File: src/rtl/traffic_light_supervisor_if.sv
// Lamp-supervisor signal bundle: operator request, normal-mode sub-SM lights in,
// road lamp drive and status out.
interface traffic_light_supervisor_if;
  logic       maintenance_req;
  logic [2:0] primary_ryb_norm;
  logic [2:0] secondary_ryb_norm;
  logic       normal_mode_ssm_idle;
  logic [2:0] primary_road_light_ryb;
  logic [2:0] secondary_road_light_ryb;
  logic [1:0] mode;
  logic       fault_latched;

  modport master (
    output maintenance_req, primary_ryb_norm, secondary_ryb_norm,
    input  normal_mode_ssm_idle, primary_road_light_ryb, secondary_road_light_ryb,
           mode, fault_latched
  );

  modport slave (
    input  maintenance_req, primary_ryb_norm, secondary_ryb_norm,
    output normal_mode_ssm_idle, primary_road_light_ryb, secondary_road_light_ryb,
           mode, fault_latched
  );
endinterface

File: src/rtl/traffic_light_supervisor.sv
// Supervisory lamp controller: power-up all-red, normal pass-through, maintenance
// clearance/flash and a sticky conflict-fault flash. All lamp outputs are registered.
module traffic_light_supervisor #(
  parameter int STATE_TIMER_BITS        = 26,
  parameter int ALL_RED_COUNT           = 20_000_000,
  parameter int CLEARANCE_COUNT         = 30_000_000,
  parameter int FLASH_HALF_PERIOD_COUNT = 5_000_000
) (
  input  logic                        clk,
  input  logic                        reset_n,
  traffic_light_supervisor_if.slave   bus
);

  localparam logic [2:0] RED    = 3'b100;
  localparam logic [2:0] YELLOW = 3'b010;
  localparam logic [2:0] GREEN  = 3'b001;
  localparam logic [2:0] OFF    = 3'b000;

  typedef logic [STATE_TIMER_BITS-1:0] timer_t;
  localparam timer_t ALL_RED_LOAD = timer_t'(ALL_RED_COUNT);
  localparam timer_t CLEAR_LOAD   = timer_t'(CLEARANCE_COUNT);
  localparam timer_t FLASH_LOAD   = timer_t'(FLASH_HALF_PERIOD_COUNT);

  typedef enum logic [2:0] {
    S_ALL_RED   = 3'd0,
    S_NORMAL    = 3'd1,
    S_CLEARANCE = 3'd2,
    S_FLASH     = 3'd3,
    S_FAULT     = 3'd4
  } state_t;

  state_t           state_reg, state_next;
  timer_t           timer_reg, timer_next;
  logic             flash_phase_reg, flash_phase_next;
  logic             fault_reg, fault_next;
  logic             maint_meta_reg, maint_s_reg;
  logic             idle_reg, idle_next;
  logic [1:0]       mode_reg, mode_next;
  // Index 0 is the primary road, index 1 the secondary road.
  logic [1:0][2:0]  lamp_reg, lamp_next;
  logic [1:0][2:0]  road_in, road_clear;
  logic [1:0]       road_bad, road_active;
  logic             conflict, timer_zero;

  assign road_in = {bus.secondary_ryb_norm, bus.primary_ryb_norm};

  for (genvar gi = 0; gi < 2; gi++) begin : g_road
    assign road_bad[gi]    = !(road_in[gi] == RED || road_in[gi] == YELLOW || road_in[gi] == GREEN);
    assign road_active[gi] = road_in[gi] != RED;
    assign road_clear[gi]  = (lamp_reg[gi] == GREEN || lamp_reg[gi] == YELLOW) ? YELLOW : RED;
  end

  assign conflict   = (|road_bad) || (&road_active);
  assign timer_zero = (timer_reg == '0);

  always_ff @(posedge clk or negedge reset_n) begin
    if (!reset_n) begin
      maint_meta_reg  <= 1'b0;
      maint_s_reg     <= 1'b0;
      state_reg       <= S_ALL_RED;
      timer_reg       <= ALL_RED_LOAD;
      flash_phase_reg <= 1'b1;
      fault_reg       <= 1'b0;
      idle_reg        <= 1'b1;
      mode_reg        <= 2'd0;
      lamp_reg        <= {RED, RED};
    end else begin
      maint_meta_reg  <= bus.maintenance_req;
      maint_s_reg     <= maint_meta_reg;
      state_reg       <= state_next;
      timer_reg       <= timer_next;
      flash_phase_reg <= flash_phase_next;
      fault_reg       <= fault_next;
      idle_reg        <= idle_next;
      mode_reg        <= mode_next;
      lamp_reg        <= lamp_next;
    end
  end

  always_comb begin
    state_next       = state_reg;
    timer_next       = timer_zero ? timer_reg : timer_reg - 1'b1;
    flash_phase_next = flash_phase_reg;
    fault_next       = fault_reg;
    case (state_reg)
      S_ALL_RED: begin
        if (timer_zero) begin
          if (maint_s_reg) begin
            state_next       = S_FLASH;
            flash_phase_next = 1'b1;
            timer_next       = FLASH_LOAD;
          end else begin
            state_next = S_NORMAL;
          end
        end
      end
      S_NORMAL: begin
        // A conflict outranks a maintenance request in the same cycle.
        if (conflict) begin
          state_next       = S_FAULT;
          fault_next       = 1'b1;
          flash_phase_next = 1'b1;
          timer_next       = FLASH_LOAD;
        end else if (maint_s_reg) begin
          if (lamp_reg[0] == RED && lamp_reg[1] == RED) begin
            state_next = S_ALL_RED;
            timer_next = ALL_RED_LOAD;
          end else begin
            state_next = S_CLEARANCE;
            timer_next = CLEAR_LOAD;
          end
        end
      end
      S_CLEARANCE: begin
        if (timer_zero) begin
          state_next = S_ALL_RED;
          timer_next = ALL_RED_LOAD;
        end
      end
      S_FLASH: begin
        if (!maint_s_reg) begin
          state_next = S_ALL_RED;
          timer_next = ALL_RED_LOAD;
        end else if (timer_zero) begin
          flash_phase_next = !flash_phase_reg;
          timer_next       = FLASH_LOAD;
        end
      end
      S_FAULT: begin
        if (timer_zero) begin
          flash_phase_next = !flash_phase_reg;
          timer_next       = FLASH_LOAD;
        end
      end
      default: begin
        state_next       = S_FAULT;
        fault_next       = 1'b1;
        flash_phase_next = 1'b1;
        timer_next       = FLASH_LOAD;
      end
    endcase
  end

  // Outputs are derived from the state being entered so they change on the same edge.
  always_comb begin
    lamp_next = lamp_reg;
    mode_next = 2'd3;
    idle_next = (state_next != S_NORMAL);
    case (state_next)
      S_ALL_RED: begin
        lamp_next = {RED, RED};
        mode_next = 2'd0;
      end
      S_NORMAL: begin
        lamp_next = road_in;
        mode_next = 2'd1;
      end
      S_CLEARANCE: begin
        if (state_reg == S_NORMAL) lamp_next = road_clear;
        mode_next = 2'd2;
      end
      S_FLASH: begin
        lamp_next = {flash_phase_next ? RED : OFF, flash_phase_next ? YELLOW : OFF};
        mode_next = 2'd2;
      end
      S_FAULT: begin
        lamp_next = {flash_phase_next ? RED : OFF, flash_phase_next ? RED : OFF};
        mode_next = 2'd3;
      end
      default: begin
        lamp_next = {RED, RED};
        mode_next = 2'd3;
      end
    endcase
  end

  assign bus.normal_mode_ssm_idle     = idle_reg;
  assign bus.primary_road_light_ryb   = lamp_reg[0];
  assign bus.secondary_road_light_ryb = lamp_reg[1];
  assign bus.mode                     = mode_reg;
  assign bus.fault_latched            = fault_reg;

endmodule
File: src/flat_wrapper.sv
// flat-port wrapper written by rule: the top's interface ports become plain ports
module traffic_light_supervisor_flat 
#(
  parameter int STATE_TIMER_BITS        = 26,
  parameter int ALL_RED_COUNT           = 20_000_000,
  parameter int CLEARANCE_COUNT         = 30_000_000,
  parameter int FLASH_HALF_PERIOD_COUNT = 5_000_000
)
  (clk, reset_n, bus_maintenance_req, bus_primary_ryb_norm, bus_secondary_ryb_norm, bus_normal_mode_ssm_idle, bus_primary_road_light_ryb, bus_secondary_road_light_ryb, bus_mode, bus_fault_latched);
  traffic_light_supervisor_if bus_i ();
  input  logic clk;
  input  logic reset_n;
  input wire logic [$bits(bus_i.maintenance_req)-1:0] bus_maintenance_req;
  input wire logic [$bits(bus_i.primary_ryb_norm)-1:0] bus_primary_ryb_norm;
  input wire logic [$bits(bus_i.secondary_ryb_norm)-1:0] bus_secondary_ryb_norm;
  output wire logic [$bits(bus_i.normal_mode_ssm_idle)-1:0] bus_normal_mode_ssm_idle;
  output wire logic [$bits(bus_i.primary_road_light_ryb)-1:0] bus_primary_road_light_ryb;
  output wire logic [$bits(bus_i.secondary_road_light_ryb)-1:0] bus_secondary_road_light_ryb;
  output wire logic [$bits(bus_i.mode)-1:0] bus_mode;
  output wire logic [$bits(bus_i.fault_latched)-1:0] bus_fault_latched;
  assign bus_i.maintenance_req = bus_maintenance_req;
  assign bus_i.primary_ryb_norm = bus_primary_ryb_norm;
  assign bus_i.secondary_ryb_norm = bus_secondary_ryb_norm;
  assign bus_normal_mode_ssm_idle = bus_i.normal_mode_ssm_idle;
  assign bus_primary_road_light_ryb = bus_i.primary_road_light_ryb;
  assign bus_secondary_road_light_ryb = bus_i.secondary_road_light_ryb;
  assign bus_mode = bus_i.mode;
  assign bus_fault_latched = bus_i.fault_latched;
  traffic_light_supervisor #(.STATE_TIMER_BITS(STATE_TIMER_BITS), .ALL_RED_COUNT(ALL_RED_COUNT), .CLEARANCE_COUNT(CLEARANCE_COUNT), .FLASH_HALF_PERIOD_COUNT(FLASH_HALF_PERIOD_COUNT)) u_core (.clk(clk), .reset_n(reset_n), .bus(bus_i));
endmodule
File: config.mk
export PLATFORM = sky130hd
export DESIGN_NAME = traffic_light_supervisor_flat
export DESIGN_NICKNAME = d
export VERILOG_FILES = /design/src/rtl/traffic_light_supervisor_if.sv /design/src/rtl/traffic_light_supervisor.sv /design/src/flat_wrapper.sv
export SDC_FILE = /design/constraint.sdc
export NUM_CORES = 1
export LEC_CHECK = 0
export CAP_MARGIN = 20
export CORE_ASPECT_RATIO = 0.6
export CORE_MARGIN = 2
export CORE_UTILIZATION = 59
export CTS_CLUSTER_DIAMETER = 150
export DETAILED_ROUTE_END_ITERATION = 8
export PLACE_DENSITY = 0.76
export SLEW_MARGIN = 20
export SYNTH_ARGS = -nofsm -noshare
export SYNTH_HDL_FRONTEND = slang
export SYNTH_SLANG_ARGS = --single-unit
File: constraint.sdc
create_clock -name clk -period 3.1 [get_ports clk]
set_input_delay 0.62 -clock clk [delete_from_list [all_inputs] [get_ports clk]]
set_output_delay 0.62 -clock clk [all_outputs]
set_load 0.05 [all_outputs]
==> results of run 1 <==
-- cells by family after synthesis --
group	share of synthesized area
compound gates	0.212
xor+xnor	0.0757
fa+ha+maj	0.0141
buf+inv	0.0461
flops	0.400
mux	0.00376
simple gates	0.248
-- metrics by stage --
stage	util	hold slack [ns]	worst slack, ns	instances	setup TNS, ns
final	0.769	0.359	0.185	419	0
after detailed placement	0.736	0.345	-0.264	411	-4.27
after CTS	0.764	0.363	0.0218	419	0
after global routing	0.769	0.365	0.0295	419	0
after global placement	0.736	0.338	-0.152	411	-1.10
after floorplan	-	0.324	0.437	313	0
-- cells in the mapped netlist, drive strengths merged, types with 2 or more instances --
cell type  number
a21o            2
a21oi          19
a22o            3
a22oi           4
a31oi           8
and3            2
and4            2
buf             5
clkbuf         10
dfrtp          30
dfstp          12
ha              3
inv            13
nand2          21
nand2b          4
nand3           7
nor2           49
nor3           13
nor4            9
o211ai          2
o21ai          26
o22ai           4
o31a            2
o31ai           6
or2             4
or3             4
or4             5
or4bb           2
xnor2          16
xor2            7
-- routing by layer --
layer	global-route usage	vias up
met1	0.509	1260
met2	0.446	162
li1	-	1222
met5	0	-
met3	0.0718	11
met4	0.0527	0
-- power by group through the flow --
stage | Combinational [uW] | Clock, uW | Sequential (uW)
floorplan | 219 | 0 | 744
detailed placement | 364 | 0 | 746
global placement | 349 | 0 | 738
global route | 412 | 479 | 752
finish | 373 | 448 | 743
CTS | 367 | 456 | 738
-- layout make-up --
type / count / area, sq um
timing repair buffer: 53 / 440
multi-input combinational: 243 / 1490
clock buffer: 7 / 86.3
clock inverter: 1 / 30.0
tap: 60 / 75.1
inverter: 13 / 48.8
fill: 318 / 971
sequential: 42 / 1070
-- how the worst max path moves through the flow --
stage                               from                                   end  slack, ns  cells past startpoint
2_1_floorplan    bus_primary_ryb_norm[0]  u_core.bus.primary_road_light_ryb[1]       0.44                     10
3_3_place_gp   bus_secondary_ryb_norm[2]  u_core.bus.primary_road_light_ryb[1]      -0.15                     11
3_5_place_dp   bus_secondary_ryb_norm[2]  u_core.bus.primary_road_light_ryb[1]      -0.26                     11
4_1_cts        bus_secondary_ryb_norm[2]  u_core.bus.primary_road_light_ryb[1]       0.02                     11
5_1_grt          bus_primary_ryb_norm[0]  u_core.bus.primary_road_light_ryb[1]       0.03                     13
6_report         bus_primary_ryb_norm[0]  u_core.bus.primary_road_light_ryb[1]       0.18                     13
-- repair_timing --
item,in CTS,in global routing
setup endpoints to repair,0,18
endpoints found under the hold margin,0,0
resized for setup,0,8
==> metrics.yaml, run 1 <==
synth_area_sq_um: 2660
ys_warn_count: 0
vias: 2655
synth-seq-area-share: 0.400
cts_setup_buffers: 0
synth-seq-cells: 42
holdPathEnd: "u_core.maint_s_reg"
p_comb_frac: 0.238
crit_chain: "clkdlybuf4s50_1, buf_4, or4bb_1, o22ai_2, buf_4, o31a_2, nor2_1, nor2_1, inv_1, o21ai_0, o311ai_1, nand2_1, a21oi_1"
gr-total-overflow: 0
ys_types: 56
p_clk_frac: 0.286
wl_met1_um: 3590
reg2reg_from: "u_core.timer_reg[19]"
avgSynthCellArea_sq_um: 8.51
path_class: "input pin to register"
cts.sink_count: 42
final_hold_viol_count: 0
portBuffers: 18
clk_pin_slew_ns: 0.08
hold_start: "u_core.maint_meta_reg"
vdd_drop_max_v: 0.000507
num_antenna_cells: 0
stdcell_area_sq_um: 3240
cap_violations: 0
synth_top_cell_by_area: "dfrtp_1"
initial_utilization: 0.632
fp.coreArea_sq_um: 4210
crit_fanout: 5
cts_made_buffers: 5
slew_headroom: 0.397
seq_power_share: 0.475
wl_met3_um: 879
wl_met2_um: 3210
period_needed_ns: 2.92
slowest_delay_ns: 0.51
largest_reg_flops: 26
synth-async-reset-ratio: 1.00
grt_pass1_vias: 2478
drtAntennaViolNets: 0
synthCells: 313
finalSetupViolations: 0
wire_per_inst_um: 18.5
ctsHoldBuffers: 0
crit_arrival_ns: 3.10
tightest_slew_ns: 0.905
top_layer: "met4"
worstSkewPairLatency_ns: 0.29
nets: 370
r2r_slack_ns: 0.28
groute.usage.overall: 0.321
end_kind: "register"
dpl_cell_area_sq_um: 3100
cp_top_family: "simple AND/OR/NAND/NOR gates"
reg2regPathDepth: 8
htreeDepth: 2
antenna_found_initial: 0
io_pins: 19
power.density_nw_per_um2: 482
r2r-end: "u_core.timer_reg[9]"
leakage_uw: 0.00134
cp_slowest_cell: "or4bb_1"
p_switching_uw: 495
hold_path_class: "register to register"
p_int_uw: 1070
power_uw: 1560
via_per_inst: 6.34
rsz0062_at_grt: "no"
gp_congestion: 0.964
synth-edff-count: 0
areaGrowthSynthToFinish_pct: 21.7
syn_nets: 325
yosysTopAreaCellShare: 0.282
worst-path-buf-inv: 4
wirelength_um: 7740
drv_slew: 0
swShare: 0.317
grt_max_degree: 43
num_rows: 18
dp_hpwl_um: 5860
die_h_um: 56.0
drive_gt1_frac: 0.209
die_area_sq_um: 5080
fmax_ghz: 0.343
startpoint_type: "input pin"
die_w_um: 90.7
synth-main-ff-cell: "dfrtp_1"
required_ns: 3.28
initialDrtViolationCount: 400
ys_top_cells_by_area: "dfrtp_1, dfstp_2, nor2_1"
layout_common_cells: "nor2_1, buf_4, dfrtp_1"
clockBufferDepth: 2
cts_tree: "built"
layout_commonest_cell: "nor2_1"
post-route-period-util: 0.940
drc: 0
hold_depth: 0
grt_first_pass_wirelength_um: 12900
status: "complete, no violations"
cts-root-buf: "clkbuf_8"
fin_worst_skew_ns: 0.00346
firstDrtPassIters: 5
Note: power is estimated with default switching activity, not from simulation.
==> inputs of run 2 (changes only) <==
--- a/config.mk
+++ b/config.mk
@@ -5,12 +5,14 @@
 export SDC_FILE = /design/constraint.sdc
 export NUM_CORES = 1
 export LEC_CHECK = 0
+export ABC_CLOCK_PERIOD_IN_PS = 3100
 export CAP_MARGIN = 20
 export CORE_ASPECT_RATIO = 0.6
 export CORE_MARGIN = 2
 export CORE_UTILIZATION = 59
 export CTS_CLUSTER_DIAMETER = 150
 export DETAILED_ROUTE_END_ITERATION = 8
+export GPL_TIMING_DRIVEN = 0
 export PLACE_DENSITY = 0.76
 export SLEW_MARGIN = 20
 export SYNTH_ARGS = -nofsm -noshare
==> metrics.yaml, run 2 (same netlist as run 1, synthesis figures left out) <==
status: "complete, no violations"
initialDrtViolationCount: 309  # -23%
grt_pass1_vias: 2370  # -4.4%
p_switching_uw: 518  # +4.7%
reg2reg_from: "u_core.timer_reg[14]"
period_needed_ns: 2.95  # +0.0316 ns
die_h_um: 56.0  # unchanged
areaGrowthSynthToFinish_pct: 18.4
power.density_nw_per_um2: 501  # +3.9%
reg2regPathDepth: 11  # +3
portBuffers: 17  # -1
tightest_slew_ns: 0.570  # -0.335 ns
nets: 355  # -4.1%
hold_path_class: "input pin to asynchronous set/reset pin"
cts.sink_count: 42  # unchanged
num_rows: 18  # unchanged
cts_tree: "built"
fillers: 333  # +4.7%
leakage_uw: 0.00125  # -6.9%
firstDrtPassIters: 6  # +1
final_core_util: 0.748  # -0.0211
final_hold_viol_count: 0  # unchanged
fin_tns_setup_ns: 0  # unchanged
cp_slowest_cell: "or4_4"
p_int_uw: 1060  # -0.67%
cts-root-buf: "clkbuf_8"
finalSetupViolations: 0  # unchanged
die_area_sq_um: 5080  # unchanged
antenna_found_initial: 0  # unchanged
vias: 2609  # -1.7%
groute.usage.overall: 0.317  # -0.00372
drive_gt1_frac: 0.151  # -0.0578
dp_slack_ns: -0.522  # -0.258 ns
layout_common_cells: "nor2_1, dfrtp_1, o21ai_0"
via_per_inst: 6.46  # +1.9%
cts_made_buffers: 5  # unchanged
largest_reg_flops: 26  # unchanged
fmax_ghz: 0.339  # -1.1%
slowest_delay_ns: 0.56  # +0.05 ns
r2r-end: "u_core.timer_reg[0]"
drtAntennaViolNets: 0  # unchanged
p_comb_frac: 0.233  # -0.005
end_kind: "register"
fp.coreArea_sq_um: 4210  # unchanged
swShare: 0.328  # +0.0115
clk_pin_slew_ns: 0.09  # about the same
dp_hpwl_um: 5680  # -3.2%
io_pins: 19  # unchanged
grt_max_degree: 31  # -28%
dpl_cell_area_sq_um: 2920  # -5.8%
r2r_slack_ns: 0.15  # -0.13 ns
layout_commonest_cell: "nor2_1"
path_class: "register to register"
hold_ws_ns: 0.194  # -0.165 ns
htreeDepth: 2  # unchanged
cap_violations: 0  # unchanged
wirelength_um: 7720  # -0.34%
num_antenna_cells: 0  # unchanged
gp_congestion: 0.965  # about the same
wire_per_inst_um: 19.1  # +3.4%
p_clk_frac: 0.291  # +0.005
drc: 0  # unchanged
fin_worst_skew_ns: 0.00893  # +0.00548 ns
seq_power_share: 0.475  # about the same
clockBufferDepth: 2  # unchanged
fin_ws_ns: 0.153  # -0.0316 ns
startpoint_type: "register"
die_w_um: 90.7  # unchanged
vdd_drop_max_v: 0.000447  # -12%
crit_chain: "or4_4, nor3_4, and3_1, buf_6, inv_1, buf_2, buf_6, ha_1, nor2_1, a21oi_1, o31ai_1"
worstSkewPairLatency_ns: 0.30  # about the same
crit_top_cell: "buf_6"
crit_fanout: 10  # +5
rsz0062_at_grt: "yes"
stdcell_area_sq_um: 3150  # -2.7%
crit_arrival_ns: 3.15  # +0.05 ns
post-route-period-util: 0.951  # +0.0102
gr-total-overflow: 0  # unchanged
initial_utilization: 0.632  # unchanged
slew_headroom: 0.618  # +0.221
grt_first_pass_wirelength_um: 12500  # -2.9%
drv_slew: 0  # unchanged
required_ns: 3.30  # +0.02 ns
## run 2: changes by cell type in the layout (fill, tap and decap cells not counted), moves of 2 or more
cell             before  now
buf_4                35    5
clkbuf_1              1   11
clkdlybuf4s50_1      16   13
buf_2                 1    3
buf_6                 0    2
dlymetal6s2s_1        1    3
nor4_1                9    7
nor4_4                0    2
## run 2: cell type report
type / count / area (sq um) / area share
Multi-Input combinational cell: 243 / 1540 / 0.489
Sequential cell: 42 / 1070 / 0.338
Timing Repair Buffer: 23 / 230 / 0.0730
Clock buffer: 7 / 86.3 / 0.0274
Tap cell: 60 / 75.1 / 0.0238
Buffer: 15 / 73.8 / 0.0234
Inverter: 13 / 48.8 / 0.0155
Clock inverter: 1 / 30.0 / 0.00953
## run 2: power by group through the flow
stage	registers [uW]	clock network (uW)	logic, uW
after floorplan	744	0	219
final	750	460	369
after global routing	760	479	411
after global placement	730	0	331
after detailed placement	733	0	344
after CTS	727	458	351
## run 2: repair_timing
action,CTS,global route
pin swaps,0,3
setup endpoints to repair,13,18
hold buffers,0,0
setup buffers,1,4
gates resized for setup,5,13
## run 2: worst max-delay path: cells and delay by family (launching register included)
family / cells / cell delay (ns)
compound gates: 2 / 0.31
simple gates: 4 / 1.18
buf+inv: 4 / 0.66
flops: 1 / 0.43
fa+ha+maj: 1 / 0.28
## run 2: worst max-delay path by stage
stage / slack [ns] / end / cells after the start / start
floorplan: 0.44 / u_core.bus.primary_road_light_ryb[1] / 10 / bus_primary_ryb_norm[0]
global placement: -0.44 / u_core.bus.primary_road_light_ryb[1] / 11 / bus_primary_ryb_norm[2]
detailed placement: -0.52 / u_core.bus.primary_road_light_ryb[1] / 11 / bus_primary_ryb_norm[1]
CTS: 0.02 / u_core.timer_reg[0] / 11 / u_core.timer_reg[2]
global route: -0.03 / u_core.timer_reg[0] / 11 / u_core.timer_reg[19]
finish: 0.15 / u_core.timer_reg[0] / 11 / u_core.timer_reg[14]
## run 2: metal layers
| layer | GRT usage | wire, um |
|---|---|---|
| met1 | 0.490 | 3620 |
| met2 | 0.407 | 3020 |
| met3 | 0.130 | 954 |
| met4 | 0.0659 | 126 |
| met5 | 0 | 0 |
## run 2: metrics by stage
stage | total power (uW) | instances
after floorplan | 963 | 313
after global placement | 1060 | 390
after detailed placement | 1080 | 391
after CTS | 1540 | 400
after global routing | 1650 | 404
final | 1580 | 404
==> variant 1: new RTL, flow settings as in run 2 <==
Encoding of `state_t`: now one-hot (5 bits for 5 states).
--- a/src/rtl/traffic_light_supervisor.sv
+++ b/src/rtl/traffic_light_supervisor.sv
@@ -21,12 +21,12 @@
   localparam timer_t CLEAR_LOAD   = timer_t'(CLEARANCE_COUNT);
   localparam timer_t FLASH_LOAD   = timer_t'(FLASH_HALF_PERIOD_COUNT);
 
-  typedef enum logic [2:0] {
-    S_ALL_RED   = 3'd0,
-    S_NORMAL    = 3'd1,
-    S_CLEARANCE = 3'd2,
-    S_FLASH     = 3'd3,
-    S_FAULT     = 3'd4
+  typedef enum logic [4:0] {
+    S_ALL_RED   = 5'b00001,
+    S_NORMAL    = 5'b00010,
+    S_CLEARANCE = 5'b00100,
+    S_FLASH     = 5'b01000,
+    S_FAULT     = 5'b10000
   } state_t;
 
   state_t           state_reg, state_next;
Behaviour: no difference found for any inputs over 10 cycles, from zero or initial values and one cycle with reset_n low; not proved beyond that.
==> variant 1 against run 2 <==
Cell area grew 2.3%; routed wire length shrank 5.8%; sequential cell count grew 2; worst setup slack lost 0.14 ns; area after synthesis grew 2.0%; maximum frequency shrank 4.5%; critical path type unchanged; critical endpoint is now u_core.bus.secondary_road_light_ryb[2].
Power is not compared: it rests on default switching activity, and its combinational part moved more than twofold at a synthesized area within 25%.
==> variant 1: results (changes against run 2) <==
synth warn 0 (unchanged); largest net degree at the start of global routing 29 (-6.5%); Syn Inst Count 300 (-4.2%); Final HPWL DP 5020 µm (-12%); vias in the first global route 2137 (-9.8%); leakage power ~0.0013 µW; ANT cells 0 (unchanged); critical path peak fanout 7 (-3); share of cells above drive strength 1 20.4% (+5.3 points); Clock Latency Late Sink 0.31 ns; initial antenna violation count 0 (unchanged); Root Buffer clkbuf_8; PortBufs 18 (+1); GP Congestion 0.982 (+1.8%); CTS buffer count 5 (unchanged); first-pass GRT wire length 11300 µm (-9.8%); DR vias/cell 6.20 (-4.0%); DR iter-0 viols 237 (-23%); max reg flops 26 (unchanged); final WL 7260 µm (-5.8%); Netlist cell types 59 (+5.4%); pre-CTS setup slack -0.368 ns (+0.154 ns); placed cells 382 (-2.3%); via count 2454 (-5.9%); htree depth 2 (unchanged); IR Drop Worst-Case VDD around 0.00028 V; Critical Path Source Type register; Synth top cells by count nor2_1 (33), dfrtp_1 (31), nand2_1 (26), o21ai_0 (20), nor3_1 (15); Mapped Nets 311 (-4.3%); Rel. slew slack 55.6% (-6.2 points); final net count 343 (-3.4%); metal2 WL 2940 µm (-2.6%); r2r startpoint u_core.timer_reg[9]; Hold WC Path Type input port to async pin; Worst-path clk slew 0.09 ns (about the same); Critical Path AT 3.32 ns (+0.17 ns); sequential area share after synthesis 41.1% (+1.1 points); ranking of synthesized cells by area dfrtp_1 (29%), dfstp_2 (13%), nor2_1 (4.6%); M1 WL 3580 µm (-1.1%); status finished clean; Clock Skews 0.00408 ns (-0.00485 ns); met3 WL 647 µm (-32%); Tot GR Track Use 28.9% (-2.8 points); DR top layer met4; fraction of registers with async set/reset 100% (unchanged); DR pass1 iterations 4 (-2); clock buffer depth 2 (unchanged)
variant 1: changes by cell type after synthesis, moves of 5 or more:
cell / run 2 / this run
nor2_1: 49 / 33
a21oi_1: 19 / 11
a31oi_1: 8 / 1
o21ai_0: 26 / 20
nand2_1: 21 / 26
nor3_1: 10 / 15
o21a_1: 0 / 5
o31ai_1: 6 / 1
xor2_1: 7 / 12
variant 1: kinds of logic after synthesis:
kind of cell | Yosys count | share of synthesized area [%]
AND/OR/NAND/NOR | 134 | 26.7
AO/OA/AOI/OAI | 67 | 17.2
flip-flops | 44 | 41.1
XOR/XNOR | 26 | 8.38
buffers and inverters | 25 | 4.97
multiplexers | 2 | 0.737
adder cells (fa/ha/maj) | 2 | 0.921
variant 1: per-layer routing:
metal	GRT usage, %	vias to the layer above
met5	0	-
met1	46.3	1194
met4	7.79	0
li1	-	1139
met3	9.26	15
met2	36.6	106
variant 1: path summary, 6_finish.rpt:
check | endpoint | slack (ns) | cells after the start
min in group clk | u_core.maint_s_reg | 0.36 | 0
max reg2reg | u_core.bus.secondary_road_light_ryb[2] | 0.01 | 8
min reg2reg | u_core.maint_s_reg | 0.36 | 0
min | u_core.state_reg[3] | 0.23 | 1
max | u_core.bus.secondary_road_light_ryb[2] | 0.01 | 8
max in group asynchronous | u_core.bus.normal_mode_ssm_idle | 2.31 | 2
variant 1: critical path, cell delays in order (launching register included):
cell	delay (ns)
dfrtp_1	0.43
or4_4	0.53
buf_6	0.14
or3_4	0.38
or3_4	0.43
and3_4	0.19
a2111oi_4	0.44
o21ai_2	0.13
o32a_1	0.36
variant 1: per-stage QoR:
step / setup TNS, ns / cell area (µm²)
2_1_floorplan: 0 / 2720
3_3_place_gp: -1.42 / 2980
3_5_place_dp: -1.48 / 2990
4_1_cts: -0.0734 / 3160
5_1_grt: -0.0590 / 3220
6_report: 0 / 3220
variant 1: timing repair:
| action | CTS | global route |
|---|---|---|
| gates cloned | 0 | 0 |
| hold endpoints to repair | 0 | 0 |
| setup endpoints to repair | 16 | 26 |
| pin swaps | 4 | 7 |
| hold buffers | 0 | 0 |
| setup buffers | 3 | 7 |
| gates resized for setup | 5 | 15 |
variant 1: cell type report:
| cell class | count | area, µm² |
|---|---|---|
| Buffer | 11 | 60.1 |
| Sequential cell | 44 | 1120 |
| Clock buffer | 6 | 82.6 |
| Fill cell | 367 | 1270 |
| Clock inverter | 2 | 38.8 |
| Inverter | 10 | 37.5 |
| Multi-Input combinational cell | 231 | 1540 |
| Tap cell | 63 | 78.8 |
| Timing Repair Buffer | 29 | 270 |
variant 1: power by group:
group | internal [µW] | total [µW] | switching (µW)
Combinational | 17.7 | 44.2 | 26.5
Sequential | 576 | 577 | 1.19
Clock | 264 | 475 | 211
==> variant 2: new RTL, settings of run 2 <==
Made on the original files. `STATE_TIMER_BITS` is set to 26 in 2 places; all go to 30.
--- a/src/rtl/traffic_light_supervisor.sv
+++ b/src/rtl/traffic_light_supervisor.sv
@@ -1,7 +1,7 @@
 // Supervisory lamp controller: power-up all-red, normal pass-through, maintenance
 // clearance/flash and a sticky conflict-fault flash. All lamp outputs are registered.
 module traffic_light_supervisor #(
-  parameter int STATE_TIMER_BITS        = 26,
+  parameter int STATE_TIMER_BITS        = 30,
   parameter int ALL_RED_COUNT           = 20_000_000,
   parameter int CLEARANCE_COUNT         = 30_000_000,
   parameter int FLASH_HALF_PERIOD_COUNT = 5_000_000
--- a/src/flat_wrapper.sv
+++ b/src/flat_wrapper.sv
@@ -1,7 +1,7 @@
 // flat-port wrapper written by rule: the top's interface ports become plain ports
 module traffic_light_supervisor_flat 
 #(
-  parameter int STATE_TIMER_BITS        = 26,
+  parameter int STATE_TIMER_BITS        = 30,
   parameter int ALL_RED_COUNT           = 20_000_000,
   parameter int CLEARANCE_COUNT         = 30_000_000,
   parameter int FLASH_HALF_PERIOD_COUNT = 5_000_000
Function: same outputs for any inputs over 10 cycles, from zero or initial values and one cycle with reset_n low; that may be too few to reach the edited logic, so the function may still have changed.
==> variant 2 against run 2 <==
Worst hold slack better by 0.034 ns; cell area increased by 4.0%; area after synthesis rose by 9.7%; sequential cell count is 4 higher; synthesized cell count rose by 11%; worst setup slack got worse by 0.029 ns; routed wire length rose by 5.6%.
Power is not compared: it rests on default switching activity, and its combinational part moved more than twofold at a synthesized area within 25%.
==> variant 2: results (changes against run 2) <==
Tot GR Track Use 31.8% (+0.078 points); Worst-path clk slew about 0.1 ns; Clock Skews 0.0195 ns (+0.0106 ns); DR pass1 iterations 5 (-1); antenna-violating nets left 0 (unchanged); htree depth 2 (unchanged); DR vias/cell 6.37 (-1.3%); total congestion overflow 0 (unchanged); final WL 8150 µm (+5.6%); clock buffer depth 2 (unchanged); Top Family by Delay on Critical Path compound AO/OA/AOI/OAI gates; leakage power between 0.001 and 0.0015 µW; Mapped Nets 357 (+9.8%); synth warn 0 (unchanged); Synth top cells by count nor2_1 (52), nand2_1 (38), o21ai_0 (36), dfrtp_1 (34), a21oi_1 (22); Clock Latency Late Sink 0.31 ns; GP Congestion 0.965 (about the same); max reg flops 30 (+15%); fraction of registers with async set/reset 100% (unchanged); Slowest cell on crit path clkdlybuf4s50_1; Layout fillers 379 (+14%); Final HPWL DP 6160 µm (+8.5%); crit-path max cell delay 0.56 ns (about the same); vias in the first global route 2520 (+6.3%); first-pass GRT wire length 13100 µm (+5.0%); Netlist cell types 59 (+5.4%); Critical Path AT 3.18 ns (+0.03 ns); sequential area share after synthesis 39.9% (-0.11 points); share of cells above drive strength 1 10.8% (-4.4 points); largest net degree at the start of global routing 31 (unchanged); status finished clean; ranking of synthesized cells by area dfrtp_1 (29%), dfstp_2 (11%), nor2_1 (6.7%); PortBufs 18 (+1); ANT cells 0 (unchanged); IR Drop Worst-Case VDD ~0.00022 V; initial antenna violation count 0 (unchanged); worst-margin pin slew 0.883 ns (+0.313 ns); Post-route DRC 0 (unchanged); Root Buffer clkbuf_8; CTS buffer count 5 (unchanged); DR iter-0 viols 295 (-4.5%); Hold WC Path Type input port to async pin; final net count 382 (+7.6%); critical path peak fanout 7 (-3); pre-CTS setup slack -0.287 ns (+0.235 ns)
variant 2: routing by layer:
metal	wire (µm)	track usage, %	part of all wire, %	vias up
met5	0	0	0	-
met2	3260	41.7	40	180
li1	-	-	-	1293
met4	82	7.87	1.0	0
met1	3790	49.8	47	1290
met3	1010	10.6	12	9
variant 2: cell families after synthesis:
group           share of synthesized area [%]
compound gates                           20.5
buf+inv                                  3.56
mux                                     0.686
flops                                    39.9
fa+ha+maj                               0.857
simple gates                             26.1
xor+xnor                                 8.40
variant 2: cell type report:
| class | instances | area share (%) |
|---|---|---|
| multi-input combinational | 275 | 50.5 |
| clock inverter | 2 | 0.305 |
| buffer | 13 | 1.79 |
| sequential | 46 | 35.6 |
| clock buffer | 6 | 2.21 |
| inverter | 11 | 1.26 |
| tap | 63 | 2.41 |
| timing repair buffer | 19 | 5.96 |
variant 2: what timing repair did:
action	CTS	global route
endpoints found under the setup margin	0	6
resized for setup	0	1
buffers inserted	0	0
variant 2: where the power goes:
part	internal (µW)	total (µW)	leakage, µW	switching (µW)
Sequential	602	602	0.000498	0.431
Clock	157	364	0.0000450	207
Combinational	16.7	48.5	0.000591	31.8
Total	775	1010	0.00113	239
variant 2: worst register-to-register path, cell delays in order, from the launching register on:
cell and delay (ns):
dfrtp_1 0.41, inv_1 0.09, ha_1 0.20, nor3b_1 0.39
and4_1 0.30, and3_1 0.21, inv_2 0.08, buf_2 0.20
o21ai_0 0.19, a21oi_1 0.11, nor2_2 0.28, buf_4 0.25
a21oi_1 0.06
variant 2: final timing paths:
check | startpoint | endpoint | slack (ns) | cells after the start
min reg2reg | u_core.maint_meta_reg | u_core.maint_s_reg | 0.37 | 0
max | bus_secondary_ryb_norm[2] | u_core.bus.secondary_road_light_ryb[2] | 0.12 | 9
min in group clk | u_core.maint_meta_reg | u_core.maint_s_reg | 0.37 | 0
max in group asynchronous | reset_n | u_core.timer_reg[13] | 2.29 | 2
min | reset_n | u_core.bus.secondary_road_light_ryb[0] | 0.23 | 1
max reg2reg | u_core.timer_reg[0] | u_core.timer_reg[3] | 0.22 | 12
variant 2: through the flow:
stage          area [µm²]  total power, µW  util, %  hold slack, ns  std cells
6_report             3280             1010     70.3           0.228        435
5_1_grt              3280             1050     70.3           0.245        435
4_1_cts              3280             1020     70.3           0.237        436
3_5_place_dp         3190              662     68.6           0.357        428
3_3_place_gp         3180              659     68.2           0.336        427
2_1_floorplan        2920              628        -           0.324        346
